### config.mk
export PLATFORM = sky130hd
export DESIGN_NAME = dmem_access_unit
export DESIGN_NICKNAME = d
export VERILOG_FILES = /design/src/rtl/dmem_access_unit.sv
export SDC_FILE = /design/constraint.sdc
export NUM_CORES = 1
export LEC_CHECK = 0
export ABC_AREA = 1
export CAP_MARGIN = 20
export CORE_UTILIZATION = 45
export CTS_CLUSTER_SIZE = 28
export DETAILED_ROUTE_END_ITERATION = 10
export PLACE_DENSITY = 0.87
export REMOVE_ABC_BUFFERS = 1
export SLEW_MARGIN = 20
export SYNTH_ARGS = -nofsm -noshare
export SYNTH_HDL_FRONTEND = slang
export SYNTH_SLANG_ARGS = --single-unit
export TNS_END_PERCENT = 50
### constraint.sdc
create_clock -name clk -period 4.1 [get_ports clk]
set_input_delay 0.615 -clock clk [delete_from_list [all_inputs] [get_ports clk]]
set_output_delay 0.615 -clock clk [all_outputs]
set_load 0.01 [all_outputs]
### src/rtl/dmem_access_unit.sv
// ---------------------------------------------------------------------------
// dmem_access_unit
//
// Load/store initiator between the MEM pipeline stage and a single-port data
// RAM. One byte, halfword or word access is accepted per request. The unit
// generates big-endian byte selects and replicated store data, stalls the
// pipeline for the whole access, and returns aligned, sign- or zero-extended
// load data. Misaligned requests are answered without a RAM cycle.
//
// Parameters:
//   WAIT_CYCLES  extra RAM access cycles beyond the first (0..15)
//
// Ports:
//   clk          system clock, rising edge
//   rst          asynchronous, active-high reset
//   req_i        access request (sampled only while idle)
//   we_i         1 = store, 0 = load
//   size_i       0 = byte, 1 = half, 2 = word, 3 = reserved
//   sign_ext_i   loads: 1 = sign-extend, 0 = zero-extend
//   addr_i       byte address
//   wdata_i      right-aligned store data
//   stall_o      pipeline stall request
//   ready_o      one-cycle completion pulse
//   rdata_o      extended load data, valid with ready_o
//   misalign_o   misaligned-access flag, valid with ready_o
//   ram_ce_o     RAM chip enable
//   ram_we_o     RAM write enable
//   ram_sel_o    RAM byte enables, bit 3 = data[31:24]
//   ram_addr_o   RAM word address (low two bits zero)
//   ram_data_o   RAM write data
//   ram_data_i   RAM read data, combinational in the same cycle
// ---------------------------------------------------------------------------
module dmem_access_unit #(
    parameter int WAIT_CYCLES = 0
) (
    input  logic        clk,
    input  logic        rst,
    input  logic        req_i,
    input  logic        we_i,
    input  logic [1:0]  size_i,
    input  logic        sign_ext_i,
    input  logic [31:0] addr_i,
    input  logic [31:0] wdata_i,
    output logic        stall_o,
    output logic        ready_o,
    output logic [31:0] rdata_o,
    output logic        misalign_o,
    output logic        ram_ce_o,
    output logic        ram_we_o,
    output logic [3:0]  ram_sel_o,
    output logic [31:0] ram_addr_o,
    output logic [31:0] ram_data_o,
    input  logic [31:0] ram_data_i
);

    typedef enum logic [1:0] {
        IDLE   = 2'd0,
        ACCESS = 2'd1,
        DONE   = 2'd2
    } state_t;

    state_t      state;
    state_t      state_next;

    logic [3:0]  cnt;
    logic        cap_we;
    logic [1:0]  cap_size;
    logic        cap_sign;
    logic [31:0] cap_addr;
    logic [31:0] cap_wdata;
    logic [31:0] rdata_q;
    logic        misalign_q;

    logic        req_misalign;
    logic [3:0]  sel;
    logic [31:0] store_data;
    logic [7:0]  lane_b;
    logic [15:0] lane_h;
    logic [31:0] load_data;

    // Alignment check on the live request; reserved size is always rejected.
    always_comb begin
        case (size_i)
            2'd0:    req_misalign = 1'b0;
            2'd1:    req_misalign = addr_i[0];
            2'd2:    req_misalign = |addr_i[1:0];
            default: req_misalign = 1'b1;
        endcase
    end

    // Big-endian byte selects: lowest address maps to data[31:24].
    always_comb begin
        case (cap_size)
            2'd0:    sel = 4'b1000 >> cap_addr[1:0];
            2'd1:    sel = cap_addr[1] ? 4'b0011 : 4'b1100;
            default: sel = 4'b1111;
        endcase
    end

    // Replicating store data lets the RAM pick whichever lane sel enables.
    always_comb begin
        case (cap_size)
            2'd0:    store_data = {4{cap_wdata[7:0]}};
            2'd1:    store_data = {2{cap_wdata[15:0]}};
            default: store_data = cap_wdata;
        endcase
    end

    // Lane extraction and extension of the combinational RAM read data.
    always_comb begin
        case (cap_addr[1:0])
            2'd0:    lane_b = ram_data_i[31:24];
            2'd1:    lane_b = ram_data_i[23:16];
            2'd2:    lane_b = ram_data_i[15:8];
            default: lane_b = ram_data_i[7:0];
        endcase
        lane_h = cap_addr[1] ? ram_data_i[15:0] : ram_data_i[31:16];
        case (cap_size)
            2'd0:    load_data = {{24{cap_sign & lane_b[7]}}, lane_b};
            2'd1:    load_data = {{16{cap_sign & lane_h[15]}}, lane_h};
            default: load_data = ram_data_i;
        endcase
    end

    always_ff @(posedge clk or posedge rst) begin
        if (rst) begin
            state <= IDLE;
        end else begin
            // NOTE: sequential state uses non-blocking assignments so every
            // register samples pre-edge values regardless of statement order.
            state <= state_next;
        end
    end

    always_comb begin
        state_next = state;
        case (state)
            IDLE:    if (req_i) state_next = req_misalign ? DONE : ACCESS;
            ACCESS:  if (cnt == 4'd0) state_next = DONE;
            DONE:    state_next = IDLE;
            default: state_next = IDLE;
        endcase
    end

    always_ff @(posedge clk or posedge rst) begin
        if (rst) begin
            // NOTE: every register here is cleared so that the response path
            // is deterministic after reset, even though the FSM would
            // overwrite them before use.
            cnt        <= 4'd0;
            cap_we     <= 1'b0;
            cap_size   <= 2'd0;
            cap_sign   <= 1'b0;
            cap_addr   <= 32'd0;
            cap_wdata  <= 32'd0;
            rdata_q    <= 32'd0;
            misalign_q <= 1'b0;
        end else begin
            case (state)
                IDLE: begin
                    if (req_i) begin
                        cap_we     <= we_i;
                        cap_size   <= size_i;
                        cap_sign   <= sign_ext_i;
                        cap_addr   <= addr_i;
                        cap_wdata  <= wdata_i;
                        misalign_q <= req_misalign;
                        rdata_q    <= 32'd0;
                        cnt        <= 4'(WAIT_CYCLES);
                    end
                end
                ACCESS: begin
                    if (cnt == 4'd0) begin
                        rdata_q <= cap_we ? 32'd0 : load_data;
                    end else begin
                        cnt <= cnt - 4'd1;
                    end
                end
                default: ;
            endcase
        end
    end

    always_comb begin
        // NOTE: every output gets a default first so no path can infer a latch.
        ready_o    = 1'b0;
        rdata_o    = 32'd0;
        misalign_o = 1'b0;
        ram_ce_o   = 1'b0;
        ram_we_o   = 1'b0;
        ram_sel_o  = 4'd0;
        ram_addr_o = 32'd0;
        ram_data_o = 32'd0;
        case (state)
            ACCESS: begin
                ram_ce_o   = 1'b1;
                ram_we_o   = cap_we;
                ram_sel_o  = sel;
                ram_addr_o = {cap_addr[31:2], 2'b00};
                ram_data_o = store_data;
            end
            DONE: begin
                ready_o    = 1'b1;
                rdata_o    = rdata_q;
                misalign_o = misalign_q;
            end
            default: ;
        endcase
    end

    // The request term is combinational so the pipeline freezes in the very
    // cycle it asks; it is masked during reset so all outputs read 0.
    assign stall_o = !rst && ((state == ACCESS) || ((state == IDLE) && req_i));

endmodule

; Word level (Yosys, flattened, before mapping)
; Index checks and enable logic that the tools add are counted.
[classes]
addsub = 1
n_reduce_logical = 15
muxes = 26
n_eq_ne = 10
n_shift = 1
n_bitwise = 2
[op_table]
columns = op, count
row1 = $mux 32, 6
row2 = $pmux 32 s2, 3
row3 = $pmux 8 s3, 1
row4 = $mux 16, 1
row5 = $mux 4, 4
row6 = $pmux 4 s2, 2
row7 = $eq 2x1->1 const B, 4
row8 = $logic_not 2->1, 4
row9 = $eq 2x2->1 const B, 3
row10 = $mux 2, 3
row11 = $ne 2x2->1 const B, 3
row12 = $reduce_and 3->1, 2
row13 = $logic_not 4->1, 1
row14 = $mux 1, 4
row15 = $pmux 2 s2, 1
row16 = $reduce_and 2->1, 2
row17 = $shr 4x2->4 const A, 1
row18 = $sub 4x1->4 const B, 1
row19 = $pmux 1 s3, 1
row20 = $and 1x1->1, 2
row21 = $logic_and 1x1->1, 2
row22 = $reduce_bool 2->1, 1
row23 = $reduce_or 2->1, 1
row24 = $logic_not 1->1, 1
row25 = $logic_or 1x1->1, 1
[totals]
ff_bits = 107
output_inout_bits = 105
elab_cells = 64

; Longest topological paths before layout
[logic_depth]
word_depth = 7
mapped_depth = 10

; Worst setup path before layout
; Ideal clock, no wire load.
[synth_path]
path_kind = register -> output
startpoint = register cap_size[1]
endpoint = output port ram_data_o[15]
path_buffers = 2
required_time_ns = 3.485
t_arrival_ns = 1.273
slack_ns = 2.212
stages_incl_launch_ff = 6
path_cell_list = dfrtp_1 buf_4 inv_1 clkbuf_1 nor2_1 nor3_1
[synth_via]
elab_chain_cells = 3
[synth_lines]
columns = item, line
row1 = from (decl), 67  ; logic [1:0] cap_size;
row2 = from (signal assigned), 163  ; cap_size <= size_i;
row3 = $eq 2x1->1 or $logic_not 2->1 (tied branches), 102  ; case (cap_size)
row4 = $pmux 32 s2 (*), 102
row5 = $mux 32 (*), 194  ; case (state)
row6 = to (decl), 52  ; output logic [31:0] ram_data_o,
; Mark *: on every way between the ends. The rest lies on a longest branch, timed or not.

; Worst setup path after layout
[layout_path]
startpoint = register cap_addr[1]
endpoint = output port ram_sel_o[2]
[layout_via]
elab_chain_cells = 3
[layout_lines]
columns = item, line
row1 = from (decl), 69  ; logic [31:0] cap_addr;
row2 = from (signal assigned), 165  ; cap_addr <= addr_i;
row3 = $shr 4x2->4 or $mux 4 (tied branches), "94, 95"
row4 = $pmux 4 s2 (*), 93  ; case (cap_size)
row5 = $mux 4 (*), 194
row6 = to (decl), 50  ; output logic [3:0] ram_sel_o,
; Marked as above.

==> results <==
- The register-to-register setup slack is 1.81 ns.
- After synthesis, the largest family of logic cells by area is simple AND/OR/NAND/NOR gates.
- The width of the die is 114 µm.
- The post-synthesis share of cell area spent on and, or, nand and nor gates is 0.283.
- The number of clock sinks is 107.
- Setup repair after global routing left no endpoint under its margin.
- The worst slew slack as a fraction of its limit is 0.316.
- Based on the critical path, the design can be clocked at up to 0.305 GHz.
- The cell depth of the worst setup path is 4.
- Measured on the finished design, the core utilization comes to 0.661.
- Counting instances, the worst hold path has a depth of 2.
- The portion of synthesized area spent on multiplexers is 0.
- The root cell of the clock tree is clkbuf_16.
- The leakage power is 3.67 nW.
- Of the post-synthesis cell area, the dominant cell type holds 0.475.
- Summing internal, switching and leakage power gives 5.17 mW.
- In the final routed layout, each cell accounts on average for 15.2 µm.
- The count of final max-slew check failures is 0.
- The final hold slack is 0.483 ns.
- The number of cells on the worst reg-to-reg path is 7.
- The cell area that synthesis handed to floorplanning was 5640 µm².
- Across the VDD grid, the largest voltage drop is 0.000322 V.
- The period utilization is 0.800.
- Clock skew on the completed layout was measured at 0.00957 ns.
- The class of the tightest hold or removal check is reg -> reg.
- The total of endpoints with negative setup slack in the final report is 0.
- The sort of element at the end of the critical path is an output port.
- The max capacitance violation total is 0.
- The starting density of the core is 0.465.
- The number of iterations in the first detailed-routing pass is 5.
- The clock tree buffer depth is 2.
- The count of cells in the finished layout, fillers not included, comes to 1,137.
- The largest net degree at the start of global routing is 108.
- The total power divided by cell area is 646 nW/µm².
- The cell type group with the largest total delay on the critical path is buffers and inverters.
- The count of buffers added on input and output ports is 205.
- The most common cell after layout, fill and taps aside is nand2_1.
- For this run the aggregate overflow at the end of global routing stands at 0.
- The total non-filler cell area in the finished layout is 8000 µm².
- The register clock-pin slew on the reported worst setup and hold paths is 0.07 ns.
- The first-pass GRT wire length is 27.3 mm.
- The number of unique standard cell types used by synthesis is 27.
- After technology mapping, the gate count stands at 787.
- The post-synthesis register bit count is 107.
- The total number of vias is 5,732.
- In this run the count of I/O pins placed on the die edge is 208.
- Before CTS, the worst setup slack after placement is 1.25 ns.
- The setup path with the least slack is of type reg -> out.
- After layout, the worst setup slack is 0.819 ns.
- The number of placed instances, taps included, is 1,121.
- After detailed placement, the total cell area comes to 7720 µm².
- The post-synthesis sequential area ratio is 0.475.
- The share of cells above drive strength 1 is 0.0413.
- The cell row count is 40.
- The initial DRC count is 353.
- The TritonCTS buffer count is 9.
- The endpoint required time on the critical path is 3.48 ns.
- The launching element type of the critical path is a register.
- Dividing the detail-routed via count by the number of cells gives 5.04.
- The floorplan core area is 12,100 µm².
- The post-layout minimum cycle time is 3.28 ns.
- The count of buffer and inverter cells on the critical path is 2.
- Summed over all failing endpoints, the final setup total negative slack is 0 ns.
- The layout-stage area growth over the synthesis result is 41.9%.
- Traced cell by cell, the critical path runs through clkinv_1, o21ai_0, nor2_1, clkdlybuf4s50_1.
- Summed over all nets, the half-perimeter wirelength after detailed placement is 12.2 mm.
- The run finished with clean final reports.
- The total track usage is 0.272.
- The final net count is 1,069.
- Of the total synthesized cell area, the portion taken by XOR and XNOR cells is 0.
- For this run, design rule violations remaining after detail routing come to 0.
- In this run, post-CTS hold repair placed 0 buffers.
- The data arrival time at the worst-slack endpoint is 2.67 ns.
- The number of antenna violations at the first check in global routing was 0.
- The number of setup buffers added after CTS is 0.
- The hold violation count in the final report is 0.
- The synthesized design spends more area on one cell type than any other, namely dfrtp_1.
- Dividing the synthesized area by the synthesized cell count gives 7.16 µm².
- The number of global-route vias before repair is 5,441.
- The die is 114 µm tall.
- The clock reaches the later pin of the worst-skew pair after 0.36 ns.
- The die area is 13,000 µm².
- After synthesis, the cell types taking the most area are dfrtp_1, nand2_1, nor2_1, o21ai_0, inv_1.
- Among all stages on the critical path, the largest delay is contributed by dfrtp_1.
- TritonCTS built the clock tree.
- At the end of routability-driven placement, the weighted congestion stood at 0.890.
- In the layout the commonest cells are nand2_1, clkdlybuf4s50_1, nor2_1, dfrtp_1, inv_1.
- On the worst path, the slowest cell contributes a delay of 0.75 ns.
- Summed over all layers, the routed wires come to 17.2 mm.
- The area fraction in compound gates after synthesis is 0.128.
- Yosys printed 0 warnings.
- The H-tree depth is 3.
- The post-synthesis share of cell area spent on full adders, half adders and majority gates is 0.00444.
- In this run the worst path has a maximum fanout of 23.
- At the pin with the least slew margin, the transition time is 1.02 ns.
- The remaining antenna violation count is 0.
- The number of gates resized after CTS was 0.
- The antenna cell count is 0.
-- layer usage --
metal | vias to the layer above | wire length [µm] | global-route usage
met4 | 0 | 609 | 0.132
met2 | 268 | 7820 | 0.428
li1 | 2788 | - | -
met5 | - | 0 | 0
met3 | 44 | 1550 | 0.0723
met1 | 2632 | 7270 | 0.349
-- worst register-to-register path, cell delays in order (launching register included) --
cell and delay (ns):
dfrtp_1 0.44, nand2_2 0.10, buf_4 0.44, nor2_2 0.11
nor2_4 0.64, nor2_8 0.18, nand3b_1 0.20, nand2_1 0.07
-- layout make-up --
cell class,count,area [µm²]
Clock buffer,9,225
Clock inverter,7,50.0
Fill cell,1053,4110
Inverter,103,389
Multi-Input combinational cell,533,2360
Sequential cell,107,2680
Tap cell,168,210
Timing Repair Buffer,210,2090
-- registers in the layout, indices dropped and copies added (netlist names) --
signal      count
cnt             4
misalign_q      1
cap_sign        1
cap_addr       32
cap_wdata      32
cap_size        2
state           2
cap_we          1
rdata_q        32
-- Yosys cell counts --
library cell,instances
a21oi_1,34
buf_1,4
buf_2,14
buf_4,5
buf_6,3
clkbuf_1,19
clkinv_1,1
conb_1,1
dfrtp_1,107
ha_1,2
inv_1,98
inv_2,4
nand2_1,215
nand2_2,1
nand3_1,28
nand3_4,1
nand3b_1,5
nor2_1,129
nor2_2,2
nor2_4,3
nor2_8,1
nor3_1,3
o21ai_0,81
o21ai_2,1
o22ai_1,21
o31ai_1,1
or2_2,3
-- power by group --
group	leakage (nW)	internal (mW)	switching, mW	total (mW)
sequential	1.37	1.51	0.303	1.81
combinational	2.17	0.977	1.55	2.53
clock	0.128	0.415	0.418	0.832
-- final timing paths --
path / startpoint / to
worst max-delay path: cap_addr[1]$_DFFE_PP0P_ / ram_sel_o[2]
worst min-delay path: cap_wdata[21]$_DFFE_PP0P_ / cap_wdata[21]$_DFFE_PP0P_
worst max register to register: state[0]$_DFFE_PP0P_ / rdata_q[2]$_DFFE_PP0P_
worst min register to register: cap_wdata[21]$_DFFE_PP0P_ / cap_wdata[21]$_DFFE_PP0P_
max in group asynchronous: rst / rdata_q[11]$_DFFE_PP0P_
min in group asynchronous: rst / cap_we$_DFFE_PP0P_
-- logic make-up (layout without fill, tap and decap cells) --
group | after synthesis | in the layout
flops | 107 | 107
compound gates | 138 | 138
fa+ha+maj | 2 | 2
buf+inv | 148 | 329
simple gates | 391 | 391
other cells | 1 | 2
(Power assumes the default switching activity.)
